`src/rtl/mem_pkg.sv`:
```
// Shared encodings, FSM states and helpers for the miniRV memory access unit.
package mem_pkg;

    localparam logic [2:0] RW_SB = 3'b000;
    localparam logic [2:0] RW_SH = 3'b001;
    localparam logic [2:0] RW_SW = 3'b010;
    localparam logic [2:0] RW_SD = 3'b011;
    localparam logic [2:0] RW_UB = 3'b100;
    localparam logic [2:0] RW_UH = 3'b101;
    localparam logic [2:0] RW_UW = 3'b110;

    localparam logic [1:0] SZ_B = 2'b00;
    localparam logic [1:0] SZ_H = 2'b01;
    localparam logic [1:0] SZ_W = 2'b10;
    localparam logic [1:0] SZ_D = 2'b11;

    typedef enum logic [2:0] {
        ST_IDLE,
        ST_RD_REQ,
        ST_RD_WAIT,
        ST_WR_REQ,
        ST_RESP
    } mem_state_e;

    function automatic logic [3:0] size_bytes(input logic [2:0] op);
        return 4'd1 << op[1:0];
    endfunction

endpackage

```
`src/rtl/mem_lane_align.sv`:
```
// Lane extract/extend for loads; lane merge, shift and strobes for stores.
module mem_lane_align
    import mem_pkg::*;
#(
    parameter int XLEN = 32,
    localparam int NB = XLEN / 8,
    localparam int OW = $clog2(NB)
) (
    input  logic [2:0]      op,
    input  logic [OW-1:0]   off,
    input  logic [XLEN-1:0] rdata,
    input  logic [XLEN-1:0] wdata,
    input  logic [XLEN-1:0] base,
    output logic [XLEN-1:0] ld_data,
    output logic [XLEN-1:0] st_merge,
    output logic [XLEN-1:0] st_shift,
    output logic [NB-1:0]   st_strb
);

    int sb;
    logic sgn;
    logic [XLEN-1:0] sh_r;
    logic [XLEN-1:0] sh_w;

    always_comb begin
        sb = int'(size_bytes(op));
        if (sb > NB) sb = NB;
        sh_r = rdata >> {off, 3'b000};
        sh_w = wdata << {off, 3'b000};
        sgn = 1'b0;
        for (int i = 0; i < NB; i++) begin
            if (i == sb - 1) sgn = sh_r[8*i+7];
        end
        sgn = sgn & ~op[2];
        ld_data  = '0;
        st_merge = '0;
        st_shift = '0;
        st_strb  = '0;
        // bytes above the access size take the sign; lane bytes take wdata
        for (int i = 0; i < NB; i++) begin
            ld_data[8*i+:8] = (i < sb) ? sh_r[8*i+:8] : {8{sgn}};
            st_strb[i] = (i >= int'(off)) && (i < int'(off) + sb);
            st_shift[8*i+:8] = st_strb[i] ? sh_w[8*i+:8] : 8'h00;
            st_merge[8*i+:8] = st_strb[i] ? sh_w[8*i+:8] : base[8*i+:8];
        end
    end

endmodule

```
`src/rtl/mem_access_unit.sv`:
```
// Sequential load/store unit: one access per handshake over a variable-latency DRAM port.
module mem_access_unit
    import mem_pkg::*;
#(
    parameter int XLEN        = 32,
    parameter int ADDR_W      = 32,
    parameter int USE_BYTE_EN = 0
) (
    input  logic                clk,
    input  logic                rst_n,
    input  logic                req_valid,
    output logic                req_ready,
    input  logic                req_we,
    input  logic [2:0]          req_rw_op,
    input  logic [ADDR_W-1:0]   req_addr,
    input  logic [XLEN-1:0]     req_wdata,
    output logic                resp_valid,
    output logic [XLEN-1:0]     resp_rdata,
    output logic                resp_misalign,
    output logic                stall,
    output logic                dram_req_valid,
    input  logic                dram_req_ready,
    output logic                dram_we,
    output logic [ADDR_W-1:0]   dram_addr,
    output logic [XLEN-1:0]     dram_wdata,
    output logic [XLEN/8-1:0]   dram_wstrb,
    input  logic                dram_rvalid,
    input  logic [XLEN-1:0]     dram_rdata
);

    localparam int NB = XLEN / 8;
    localparam int OW = $clog2(NB);

    mem_state_e state_q, state_d;
    logic              we_q;
    logic [2:0]        op_q;
    logic [ADDR_W-1:0] addr_q;
    logic [XLEN-1:0]   wdata_q;
    logic [XLEN-1:0]   word_q;
    logic [XLEN-1:0]   res_q;
    logic              mis_q;

    logic            accept;
    logic            mis;
    logic            full_w;
    logic            in_rd;
    logic            in_wr;
    logic [XLEN-1:0] ld_data;
    logic [XLEN-1:0] st_merge;
    logic [XLEN-1:0] st_shift;
    logic [NB-1:0]   st_strb;

    assign accept = req_valid && (state_q == ST_IDLE);
    assign full_w = int'(size_bytes(req_rw_op)) == NB;

    always_comb begin
        mis = 1'b0;
        unique case (req_rw_op[1:0])
            SZ_B: mis = 1'b0;
            SZ_H: mis = req_addr[0];
            SZ_W: mis = |req_addr[1:0];
            SZ_D: mis = (XLEN == 32) || (|req_addr[2:0]);
            default: mis = 1'b1;
        endcase
    end

    always_comb begin
        state_d = state_q;
        unique case (state_q)
            ST_IDLE: begin
                if (req_valid) begin
                    if (mis) state_d = ST_RESP;
                    else if (!req_we) state_d = ST_RD_REQ;
                    else if (USE_BYTE_EN != 0 || full_w) state_d = ST_WR_REQ;
                    else state_d = ST_RD_REQ;
                end
            end
            ST_RD_REQ:  if (dram_req_ready) state_d = ST_RD_WAIT;
            ST_RD_WAIT: if (dram_rvalid) state_d = we_q ? ST_WR_REQ : ST_RESP;
            ST_WR_REQ:  if (dram_req_ready) state_d = ST_RESP;
            ST_RESP:    state_d = ST_IDLE;
            default:    state_d = ST_IDLE;
        endcase
    end

    always_ff @(posedge clk or negedge rst_n) begin
        if (!rst_n) begin
            state_q <= ST_IDLE;
            we_q    <= 1'b0;
            op_q    <= '0;
            addr_q  <= '0;
            wdata_q <= '0;
            word_q  <= '0;
            res_q   <= '0;
            mis_q   <= 1'b0;
        end else begin
            state_q <= state_d;
            if (accept) begin
                we_q    <= req_we;
                op_q    <= req_rw_op;
                addr_q  <= req_addr;
                wdata_q <= req_wdata;
                mis_q   <= mis;
                res_q   <= '0;
            end
            if (state_q == ST_RD_WAIT && dram_rvalid) begin
                word_q <= dram_rdata;
                if (!we_q) res_q <= ld_data;
            end
        end
    end

    mem_lane_align #(.XLEN(XLEN)) u_align (
        .op       (op_q),
        .off      (addr_q[OW-1:0]),
        .rdata    (dram_rdata),
        .wdata    (wdata_q),
        .base     (word_q),
        .ld_data  (ld_data),
        .st_merge (st_merge),
        .st_shift (st_shift),
        .st_strb  (st_strb)
    );

    assign in_rd = state_q == ST_RD_REQ;
    assign in_wr = state_q == ST_WR_REQ;

    assign req_ready      = state_q == ST_IDLE;
    assign stall          = state_q != ST_IDLE;
    assign resp_valid     = state_q == ST_RESP;
    assign resp_rdata     = res_q;
    assign resp_misalign  = mis_q;
    assign dram_req_valid = in_rd || in_wr;
    assign dram_we        = in_wr;
    // latched request fields keep the DRAM bus stable while ready is low
    assign dram_addr  = (in_rd || in_wr) ? {addr_q[ADDR_W-1:OW], {OW{1'b0}}} : '0;
    assign dram_wdata = !in_wr ? '0 : (USE_BYTE_EN != 0) ? st_shift : st_merge;
    assign dram_wstrb = !in_wr ? '0 : (USE_BYTE_EN != 0) ? st_strb : '1;

endmodule

```
`config.mk`:
```
export PLATFORM = sky130hd
export DESIGN_NAME = mem_access_unit
export DESIGN_NICKNAME = d
export VERILOG_FILES = /design/src/rtl/mem_pkg.sv /design/src/rtl/mem_lane_align.sv /design/src/rtl/mem_access_unit.sv
export SDC_FILE = /design/constraint.sdc
export NUM_CORES = 1
export LEC_CHECK = 0
export ABC_AREA = 1
export ABC_CLOCK_PERIOD_IN_PS = 3900
export CORE_ASPECT_RATIO = 0.6
export CORE_MARGIN = 2
export CORE_UTILIZATION = 45
export CTS_BUF_LIST = sky130_fd_sc_hd__clkbuf_8
export CTS_CLUSTER_DIAMETER = 60
export DETAILED_ROUTE_END_ITERATION = 8
export PLACE_DENSITY_LB_ADDON = 0.3
export RECOVER_POWER = 25
export SYNTH_ARGS = -nofsm -noshare
export SYNTH_HDL_FRONTEND = slang
export SYNTH_SLANG_ARGS = --single-unit
```
`constraint.sdc`:
```
create_clock -name clk -period 3.9 [get_ports clk]
set_input_delay 0.585 -clock clk [delete_from_list [all_inputs] [get_ports clk]]
set_output_delay 0.585 -clock clk [all_outputs]
set_load 0.02 [all_outputs]
```
Yosys cells after proc, flatten, opt, wreduce, memory -nomap -nowiden
Index checks and enable logic that the tools add are counted.
Cells by class
  order comparisons: 12
  add/subtract/negate cells: 2
  bitwise operators: 2
  reduce and logical (&&, ||, !) cells: 12
  muxes and demuxes: 29
  shift-type cells: 4
  equal/unequal tests: 15
Operators with widths (count)
  $mux W32: 5
  $eq A3 B32 Y1 const A: 2
  $lt A3 B32 Y1 const A: 2
  $mux W8: 8
  $eq A2 B32 Y1 const A: 1
  $logic_not A32 Y1: 1
  $lt A1 B32 Y1 const A: 1
  $lt A2 B32 Y1 const A: 1
  $shl A32 B5 Y32: 1
  $shr A32 B5 Y32: 1
  $mux W3: 6
  $pmux W3 S4: 1
  $lt A1 B4 Y1 const A: 2
  $lt A2 B4 Y1 const A: 2
  $mux W4: 2
  $ne A2 B2 Y1 const B: 4
  $shl A1 B2 Y4 const A: 2
  $eq A3 B2 Y1 const B: 2
  $add A2 B4 Y5: 1
  $logic_and A1 B1 Y1: 5
  $sub A4 B1 Y5 const B: 1
  $eq A2 B2 Y1 const B: 2
  $eq A4 B4 Y1 const B: 1
  $ge A1 B2 Y1 const A: 2
  other kinds (16): 20
Storage, ports and cells
  logic and storage cells: 84
  register bits after elaboration: 136
  output and inout bits: 106
  bits of input ports: 105

Depth between registers and ports, before layout
  depth in word-level cells: 13
  mapped depth: 15
  mapped depth without buffers: 15

Cells and area by module
From an unflattened synthesis, not the netlist that was laid out.
Second synthesis, totals
  cell total of the unflattened synthesis: 1138
  area total of the unflattened synthesis: 7858.8 µm²
Modules (own cells, without submodules)
  mem_access_unit: seq. area each 3403.3 µm², cells an instance 727, area an instance 5985.7 µm², instances 1
  mem_lane_align: seq. area each 0.0 µm², cells an instance 411, area an instance 1873.0 µm², instances 1

Worst setup path after synthesis
Ideal clock, no wire load.
  path kind: flip-flop to output port
  start: register addr_q[1]
  end: output dram_wdata[20]
  data required time: 3315 ps
  slack: 1118 ps
  data arrival time: 2197 ps
  stages on the path, launching flop included: 14
  path buffers: 2
  path through: dfrtp_1 -> inv_2 -> buf_2 -> buf_2 -> nand2_1 -> nand2_1 -> inv_1 -> ha_1 -> or2_1 -> a21oi_2 -> nand2_2 -> nand2_2 -> o21ai_0 -> nor2_1
On the way
  cells in the longest elaborated chain, start to end: 5
  elaborated cells between the ends (all ways): 7
  those cells by class: 1 x add/sub; 2 x order compare; 1 x shift; 2 x mux; 1 x reduce/logical
Ends and longest elaborated chain
  start: declaration: line mem_access_unit.sv:37  | logic [ADDR_W-1:0] addr_q;
  start signal: assignment: line mem_access_unit.sv:101  | addr_q <= req_addr;
  $add A2 B4 Y5: line mem_lane_align.sv:42  | st_strb[i] = (i >= int'(off)) && (i < int'(off) + sb);
  $lt A3 B32 Y1: line mem_lane_align.sv:42
  $logic_and A1 B1 Y1: line mem_lane_align.sv:42
  $mux W8 (*): line mem_lane_align.sv:44  | st_merge[8*i+:8] = st_strb[i] ? sh_w[8*i+:8] : base[8*i+:8];
  $mux W32 (*): line mem_access_unit.sv:137  | assign dram_wdata = !in_wr ? '0 : (USE_BYTE_EN != 0) ? st_shift : st_merge;
  end: declaration: line mem_access_unit.sv:25  | output logic [XLEN-1:0] dram_wdata,
Mark *: on every way between the ends. The rest lies on a longest branch, timed or not.

Worst setup path after layout
  start: register op_q[1]
  end: output dram_wdata[25]
On the way
  cells in the longest elaborated chain, start to end: 7
Ends and longest elaborated chain
  start: declaration: line mem_access_unit.sv:36  | logic [2:0] op_q;
  start signal: assignment: line mem_access_unit.sv:100  | op_q <= req_rw_op;
  $shl A1 B2 Y4 (*): line mem_pkg.sv:26  | return 4'd1 << op[1:0];
  $gt A4 B3 Y1: line mem_lane_align.sv:27  | if (sb > NB) sb = NB;
  $mux W4 (*): line mem_lane_align.sv:27
  $add A2 B4 Y5 (*): line mem_lane_align.sv:42
  $lt A3 B32 Y1 (*): line mem_lane_align.sv:42
  $mux W8 (*): line mem_lane_align.sv:44
  $mux W32 (*): line mem_access_unit.sv:137
Marked as above.

==> summary.md <==
| Metric | Value |
|---|---|
| First-pass GRT wire length | 35,900 µm |
| CORE AREA | 0.0156 mm² |
| Slew Limit Fails | 106 |
| Most frequent cells after synthesis | nand2_1 (193), dfrtp_1 (136), nor2_1 (130) |
| TritonRoute pass-1 iters | 9 |
| CTS root buffer | clkbuf_8 |
| Number of global-route vias before repair | 6,632 |
| CTS buffer count | 17 |
| Overall Global Routing Usage | 27.0% |
| P_leak | 0.00499 µW |
| Worst Setup Path Type | register to output pin |
| Overflow after GRT | 0 |
| # rows | 35 |
| Final hold viol count | 0 |
| Clock period minus worst slack | 3.76 ns |
| Relative slew slack | -27.3% |
| Drt wl/cell | approximately 18 µm |
| Ys async rst share | 100% |
| CP max stage delay | 0.67 ns |
| Final core occ | 63.2% |
| Max clock buf depth | 2 |
| Drt initial violations | 814 |
| WP data required | around 3.3 ns |
| ANT cells | 0 |
| Initial antenna violation count | 0 |
| TritonCTS clock tree | built |
| Yosys reg bits | 136 |
| Cell variety after synth | 35 |
| Maximum number of pins on one net before global-route repair | 110 |
| Crit path max-delay family | buffers and inverters |
| Worst VDD drop | 0.000718 V |
| Failing checks | capacitance limit, slew limit |
| Worst path depth | 13 |
| Pwr dens | 763 mW/mm² |
| Final period util | 96.3% |
| CP Cell Sequence | inv_2 -> nand2_2 -> nor2_2 -> inv_1 -> nand2_1 -> inv_1 -> ha_1 -> nand3_1 -> nand2_1 -> nand2_4 -> o21ai_0 -> a31oi_1 -> clkdlybuf4s50_1 |
| Clock insertion delay at the later pin of the skew report | roughly 0.45 ns |
| Routed Antenna Nets | 0 |
| Area fraction of the dominant cell type after synthesis | between 40% and 50% |
| Critical path launch point type | register |
| Crit end category | output pin |
| Share of cells above drive strength 1 | 12.2% |
| Initial Util | 46.7% |
| Synthesis Warnings | 0 |
| Vias per cell | 5.29 |
| Worst Hold Depth | 2 |
| Post-Syn Area | 0.00728 mm² |
| Max cap viols | 2 |
| Buf/Inv on CP | 4 |
| RSZ-0062 raised after global routing | false |
| CTS clk-pin slew, worst paths | ~0.08 ns |
| Chip width | 168 µm |
| R2R depth | 7 |
| Vias | 6,851 |
| CP max stage cell | clkdlybuf4s50_1 |
| TNS Setup | 0 ns |
| Final setup viols | 0 |
| Syn Inst Count | 895 |
| Sink Count | 136 |
| IO buf count | 208 |
| Nets | 1,185 |
| Total routed wirelength | 22,700 µm |
| DRC | 0 |
| Post-DP HPWL | 16,600 µm |
| Number of synthesized flops with an enable pin | 0 |
| Fmax | around 270 MHz |
| Worst reg2reg setup slack | between 1.5 and 2 ns |
| H-tree depth | 4 |
| Top-count cell post-synth | nand2_1 |
| I/O pin cnt | 211 |
| Outcome | finished with violations |
| Worst Tran Pin Value | 1.91 ns |
| Die area | 0.0172 mm² |
| Area leader, netlist | dfrtp_1 |
| Ys flop type | dfrtp_1 |
| Syn avg cell area | 8.13 µm² |
| Area Overhead vs Synth | 35.4% |
| Register area share after synthesis | 46.8% |
| Worst Skew | 0.0183 ns |
| Final GP Congestion | about 0.90 |
| Min-delay worst type | register to register |
| CP Max Fanout | 16 |
| CP arrival | around 3.2 ns |
| Area contributors post-synth | dfrtp_1 (47%), nand2_1 (10%), nor2_1 (6.7%) |
| Die height | ~100 µm |
cell families after synthesis:
family | Yosys count | synth area share, %
fa+ha+maj | 2 | 0.344
simple gates | 396 | 22.4
other cells | 1 | 0.0515
buf+inv | 147 | 9.34
compound gates | 181 | 15.4
flops | 136 | 46.8
mux | 32 | 5.73
flip-flops by register name, indices dropped and copies added, names as in the netlist:
register,flops
addr_q,32
resp_rdata,32
wdata_q,32
word_q,32
op_q,3
state_q,3
resp_misalign,1
we_q,1
metal layers:
layer  part of all wire, %  routed length, µm  up-vias  global-route usage, %
li1                      -                  -     3253                      -
met3                    12               2660       22                   8.71
met5                     0                  0        -                      0
met1                    46              10500     3209                   40.0
met4                  0.92                209        0                   6.23
met2                    41               9310      367                   38.8
area by class of cell:
class                           instances  area (µm²)
Clock buffer                           19         262
Clock inverter                         13         158
Fill cell                            1357        5740
Inverter                               88         333
Multi-Input combinational cell        613        3230
Sequential cell                       136        3400
Tap cell                              203         254
Timing Repair Buffer                  222        2210
tightest hold or removal path: cells and delay by family (launching register included):
family / cells / cell delay [ns]
AOI/OAI and AO/OA: 1 / 0.06
DFF: 1 / 0.35
and+or+nand+nor: 1 / 0.05
per-stage QoR:
stage / power, µW / cells / area (µm²) / hold slack, ns / worst slack [ns]
detailed placement: 6160 / 1260 / 9380 / 0.477 / 0.356
global route: 8010 / 1294 / 9850 / 0.520 / 0.0117
CTS: 7440 / 1292 / 9810 / 0.167 / 0.00296
global placement: 6100 / 1260 / 9380 / 0.471 / 0.431
floorplan: 4910 / 896 / 7280 / 0.289 / 1.12
finish: 7510 / 1294 / 9850 / 0.494 / 0.143
final timing paths:
| kind | endpoint | from |
|---|---|---|
| worst min register to register | word_q[2] | word_q[2] |
| worst max-delay path | dram_wdata[25] | op_q[1] |
| worst min-delay path | word_q[2] | word_q[2] |
| worst max register to register | resp_rdata[5] | state_q[1] |
| min in group asynchronous | addr_q[28] | rst_n |
| max in group asynchronous | state_q[1] | rst_n |
cells in the final DEF (no fill, tap or decap), types with 2 or more instances in the layout:
cell type,n
a211oi_1,2
ha_1,2
nor2_1,129
inv_6,6
inv_2,6
a22oi_1,8
a21oi_1,24
nand3_1,49
o221ai_1,10
o211a_1,2
conb_1,2
dlygate4sd2_1,2
dlymetal6s2s_1,14
nand3_2,2
nor3_1,7
inv_1,81
dfrtp_1,136
o211ai_1,7
buf_4,13
bufinv_16,2
nand2_2,5
clkdlybuf4s50_1,190
nand2_1,193
a31oi_1,4
nor2_2,4
clkbuf_8,19
clkinv_4,3
o21ai_0,91
a21oi_2,31
mux2_4,15
mux2_2,17
nor2_4,2
power by group:
part | internal [µW] | leakage, µW | switching, µW
Sequential | 2010 | 0.00166 | 406
Clock | 622 | 0.000211 | 622
Combinational | 1500 | 0.00312 | 2350
what timing repair did:
action                                  4_1_cts  5_1_grt
hold buffers                                  0        0
buffers inserted                              0        2
pin swaps                                     0        1
resized for setup                             5       15
endpoints found under the setup margin        7       15
Power figures use the tool's default switching activity.
